[src/rtl/div_pkg.sv]
// div_pkg: shared state encoding and default width for the sequential divider
package div_pkg;
  typedef enum logic {DIV_IDLE = 1'b0, DIV_RUN = 1'b1} div_state_e;
  localparam int DIV_WIDTH = 32;
endpackage

[src/rtl/seq_restoring_divider_step.sv]
// div_step: one restoring-division iteration (shift in dividend bit, trial subtract, restore)
module div_step #(
  parameter int WIDTH = 32
) (
  input  logic [WIDTH-1:0] rem_in,
  input  logic             quo_msb,
  input  logic [WIDTH-1:0] divisor,
  output logic [WIDTH-1:0] rem_out,
  output logic             q_bit
);
  logic [WIDTH:0]   t;
  logic [WIDTH-1:0] diff;
  logic             borrow;
  always_comb begin
    t = {rem_in, quo_msb};
    {borrow, diff} = {1'b0, t[WIDTH-1:0]} - {1'b0, divisor};
    q_bit = t[WIDTH] | ~borrow;
    rem_out = q_bit ? diff : t[WIDTH-1:0];
  end
endmodule

[src/rtl/seq_restoring_divider.sv]
// seq_restoring_divider: iterative unsigned restoring divider, one quotient bit per clock
module seq_restoring_divider
  import div_pkg::*;
#(
  parameter int WIDTH = DIV_WIDTH,
  parameter int CNT_W = $clog2(WIDTH) + 1
) (
  input  logic             clk,
  input  logic             reset,
  input  logic             start,
  input  logic [WIDTH-1:0] dividend,
  input  logic [WIDTH-1:0] divisor,
  output logic [WIDTH-1:0] quotient,
  output logic [WIDTH-1:0] remainder,
  output logic             done,
  output logic             busy,
  output logic             div_by_zero
);
  div_state_e       state, state_nxt;
  logic [WIDTH-1:0] d_reg, rem_reg, quo_reg, rem_nxt, quo_nxt;
  logic [CNT_W-1:0] cnt;
  logic             q_bit, last, accept, zero_div;
  div_step #(.WIDTH(WIDTH)) u_step (
    .rem_in (rem_reg),
    .quo_msb(quo_reg[WIDTH-1]),
    .divisor(d_reg),
    .rem_out(rem_nxt),
    .q_bit  (q_bit)
  );
  assign quo_nxt  = {quo_reg[WIDTH-2:0], q_bit};
  assign last     = cnt == CNT_W'(1);
  assign accept   = state == DIV_IDLE && start;
  assign zero_div = divisor == '0;
  always_ff @(posedge clk) state <= reset ? DIV_IDLE : state_nxt;
  always_comb state_nxt = state == DIV_IDLE ? (accept && !zero_div ? DIV_RUN : DIV_IDLE)
                                            : (last ? DIV_IDLE : DIV_RUN);
  always_comb busy = state == DIV_RUN;
  always_ff @(posedge clk) begin
    if (reset) begin
      quotient    <= '0;
      remainder   <= '0;
      done        <= 1'b0;
      div_by_zero <= 1'b0;
      d_reg       <= '0;
      rem_reg     <= '0;
      quo_reg     <= '0;
      cnt         <= '0;
    end else begin
      done <= 1'b0;
      if (accept && zero_div) begin
        quotient    <= '1;
        remainder   <= dividend;
        div_by_zero <= 1'b1;
        done        <= 1'b1;
      end else if (accept) begin
        d_reg   <= divisor;
        rem_reg <= '0;
        quo_reg <= dividend;
        cnt     <= CNT_W'(WIDTH);
      end else if (state == DIV_RUN) begin
        rem_reg <= rem_nxt;
        quo_reg <= quo_nxt;
        cnt     <= cnt - CNT_W'(1);
        if (last) begin
          quotient    <= quo_nxt;
          remainder   <= rem_nxt;
          div_by_zero <= 1'b0;
          done        <= 1'b1;
        end
      end
    end
  end
endmodule

[config.mk]
export PLATFORM = sky130hd
export DESIGN_NAME = seq_restoring_divider
export DESIGN_NICKNAME = d
export VERILOG_FILES = /design/src/rtl/div_pkg.sv /design/src/rtl/seq_restoring_divider_step.sv /design/src/rtl/seq_restoring_divider.sv
export SDC_FILE = /design/constraint.sdc
export NUM_CORES = 1
export LEC_CHECK = 0
export BUFFER_PORTS_ARGS = -buffer_cell sky130_fd_sc_hd__clkbuf_2
export CELL_PAD_IN_SITES_DETAIL_PLACEMENT = 0
export CELL_PAD_IN_SITES_GLOBAL_PLACEMENT = 2
export CORE_MARGIN = 4
export CORE_UTILIZATION = 32
export DETAILED_ROUTE_END_ITERATION = 7
export PLACE_DENSITY = 0.89
export REMOVE_ABC_BUFFERS = 1
export SYNTH_ARGS = -nofsm -noshare
export SYNTH_HDL_FRONTEND = slang
export SYNTH_HIERARCHICAL = 1
export SYNTH_SLANG_ARGS = --single-unit
[constraint.sdc]
create_clock -name clk -period 3.25 [get_ports clk]
set_input_delay 0.65 -clock clk [delete_from_list [all_inputs] [get_ports clk]]
set_output_delay 0.65 -clock clk [all_outputs]
set_load 0.005 [all_outputs]
==> results.sh <==
export IMPL_clk_pin_slew_ps=70
export IMPL_crit_path_cell_trace="ha_4 -> a21o_1 -> a211o_1 -> o211ai_2 -> buf_4 -> o21ai_2 -> and2_4 -> a2111oi_4 -> buf_4 -> o31a_4 -> buf_8 -> nand2_1 -> o21ai_4 -> mux2i_1 -> a221oi_2"
export IMPL_place_hpwl_um=21800
export IMPL_setup_violations=0
export IMPL_final_hold_violation_count=0
export IMPL_drtIter0Drc=784
export IMPL_synth_distinct_cells=67
export IMPL_worst_endpoint_arrival_ps=3580
export IMPL_wire_per_inst_um=18.7
export IMPL_grt_pass1_vias=8681
export IMPL_total_power_uw=15600
export IMPL_cts_tree="done"
export IMPL_initial_core_util_pct=32.6
export IMPL_cts_sinks=169
export IMPL_min_path_type="reg2reg"
export IMPL_critical_path_buf_inv_count=3
export IMPL_drive_gt1_share_pct=30.3
export IMPL_fin_area_mm2=0.0125
export IMPL_ant_nets=0
export IMPL_path_class="reg2reg"
export IMPL_holdWs_ps=462
export IMPL_synth_edf_count=0
export IMPL_n_antenna_cell=0
export IMPL_critPathCaptureType="flop"
export IMPL_htreeDepth=4
export IMPL_gp_congestion=0.876
export IMPL_detail_route_first_pass_iterations=6
export IMPL_p_per_area_mw_per_mm2=1250
export IMPL_ys_warn_count=6
export IMPL_drc=0
export IMPL_grtUsageTotal_pct=17.7
export IMPL_num_rows=64
export IMPL_cts_buffers=17
export IMPL_io_pins=134
export IMPL_worstMarginPinSlew_ps=999
export IMPL_slowest_stage="a2111oi_4"
export IMPL_yosysSeqAreaShare_pct=33.7
export IMPL_finalMaxSlewViolations=0
export IMPL_finalCriticalPeriod_ps=3240
export IMPL_area_growth_pct=24.3
export IMPL_die_area_mm2=0.0343
export IMPL_io_buffers=133
export IMPL_cp_top_family="compound AO/OA/AOI/OAI gates"
export IMPL_p_leak_uw=0.00484
export IMPL_status="finished clean"
export IMPL_cts_hold_buffers=0
export IMPL_placed_area_mm2=0.0113
export IMPL_skew_ps=11.2
export IMPL_layout_commonest_cell="dfxtp_1"
export IMPL_routed_via_density=5.38
export IMPL_fin_crit_sh_pct=99.8
export IMPL_core_mm2=0.0307
export IMPL_antenna_found_initial=0
export IMPL_gr_total_overflow=0
export IMPL_fp_dieH_um=185
export IMPL_synthFlopType="dfxtp_1"
export IMPL_async_flop_share_pct=0
export IMPL_ys_seq_elements=169
export IMPL_slew_headroom_pct=33.2
export IMPL_crit_path_frequent_cell="buf_4"
export IMPL_fillers=3138
export IMPL_root_buffer="clkbuf_16"
export IMPL_final_util_pct=40.6
export IMPL_irDropWorstVdd_mv=0.744
export IMPL_startpoint_type="flop"
export IMPL_syn_mean_instance_area_um2=8.64
export IMPL_grt_first_pass_wirelength_um=48800
export IMPL_die_x_um=185
export IMPL_slowest_delay_ps=370
export IMPL_finalNetCount=1391
export IMPL_rsz0062_at_grt="true"
export IMPL_vias=9140
export IMPL_max_freq_mhz=308
export IMPL_max_clock_path_buffers=2
export IMPL_critPathMaxFanout=7
export IMPL_required_ps=3580
export IMPL_grt_max_degree=80
export IMPL_drv_cap=0
export IMPL_drt_wl_total_um=31700
export IMPL_most_common_layout_cells="165 x dfxtp_1, 132 x nand2_1, 132 x clkbuf_2"
export IMPL_insertion_delay_ps=430
export IMPL_netlist_instances=1161
export IMPL_synth_area_mm2=0.0100
cell type report:
cell class              instances  area [µm²]  area share [%]
well taps                     396         495            3.97
flip-flops and latches        169        3390            27.2
multi-input cells             842        6430            51.6
repair buffers                216        1430            11.5
inverters                      43         164            1.31
clock inverters                13         105           0.843
clock buffers                  19         453            3.63
cells in the mapped netlist (3+ instances only):
library cell | count | area, µm²
buf_4 | 14 | 105
mux2_2 | 32 | 360
and2_1 | 5 | 31.3
nor2b_1 | 4 | 25.0
o221ai_1 | 32 | 280
nor3_1 | 5 | 25.0
o21ai_0 | 18 | 90.1
nand3_1 | 8 | 40.0
inv_1 | 42 | 158
a31oi_1 | 35 | 219
a21oi_1 | 69 | 345
o21bai_1 | 3 | 22.5
o31ai_1 | 4 | 30.0
nand2_1 | 151 | 567
xor2_1 | 14 | 123
buf_6 | 3 | 33.8
nor4_1 | 8 | 50.1
nor3b_1 | 32 | 240
a32o_1 | 32 | 320
xnor2_1 | 16 | 140
a221oi_2 | 25 | 375
mux2i_1 | 66 | 661
a221oi_1 | 9 | 78.8
nor2_1 | 48 | 180
ha_1 | 34 | 425
nand2b_1 | 74 | 463
nand4_1 | 37 | 231
dfxtp_1 | 169 | 3380
a21o_1 | 10 | 75.1
clkbuf_1 | 63 | 236
o21ai_1 | 30 | 150
buf_2 | 24 | 120
through the flow:
step	cells	worst slack [ps]	TNS, ps
detailed placement	1650	-181	-1640
global route	1698	-99.9	-1900
finish	1698	5.89	0
CTS	1692	1.76	0
floorplan	1052	-1450	-166260
global placement	1650	-106	-550
power by group:
group	internal (µW)	total (µW)	switching, µW
combinational	5210	11000	5780
clock	1040	1980	937
sequential	2330	2620	297
final timing paths:
kind | from | endpoint | slack [ps] | cells past startpoint
min reg2reg | div_by_zero$_SDFFE_PP0P_ | div_by_zero$_SDFFE_PP0P_ | 460 | 2
max reg2reg | rem_reg[4]$_SDFFE_PP0P_ | remainder[12]$_SDFFE_PP0P_ | 6 | 15
min | div_by_zero$_SDFFE_PP0P_ | div_by_zero$_SDFFE_PP0P_ | 460 | 2
max | rem_reg[4]$_SDFFE_PP0P_ | remainder[12]$_SDFFE_PP0P_ | 6 | 15
per-layer routing:
layer | GRT usage, % | wire, µm | part of all wire, %
met2 | 28.8 | 14900 | 47
met4 | 4.82 | 650 | 2.1
met5 | 0 | 0 | 0
met3 | 2.49 | 1120 | 3.5
met1 | 24.6 | 15000 | 47
repair_timing:
| action | CTS | global route |
|---|---|---|
| buffers inserted | 6 | 6 |
| pin swaps | 17 | 59 |
| cloned | 4 | 0 |
| endpoints found under the hold margin | 0 | 0 |
| endpoints found under the setup margin | 37 | 42 |
| resized for setup | 42 | 75 |
tightest hold or removal path, delay by kind of cell (launching register included):
family,cells,cell delay [ps]
flops,1,310
simple gates,1,50
compound gates,1,50
kinds of logic (layout without fill, tap and decap cells):
logic type	Yosys count	count (layout)	synth area share, %
compound gates	292	294	22.2
xor+xnor	30	30	2.62
fa+ha+maj	35	35	4.44
buf+inv	152	291	7.17
flops	169	169	33.7
mux	100	100	10.4
simple gates	383	383	19.4
(Power assumes the default switching activity.)
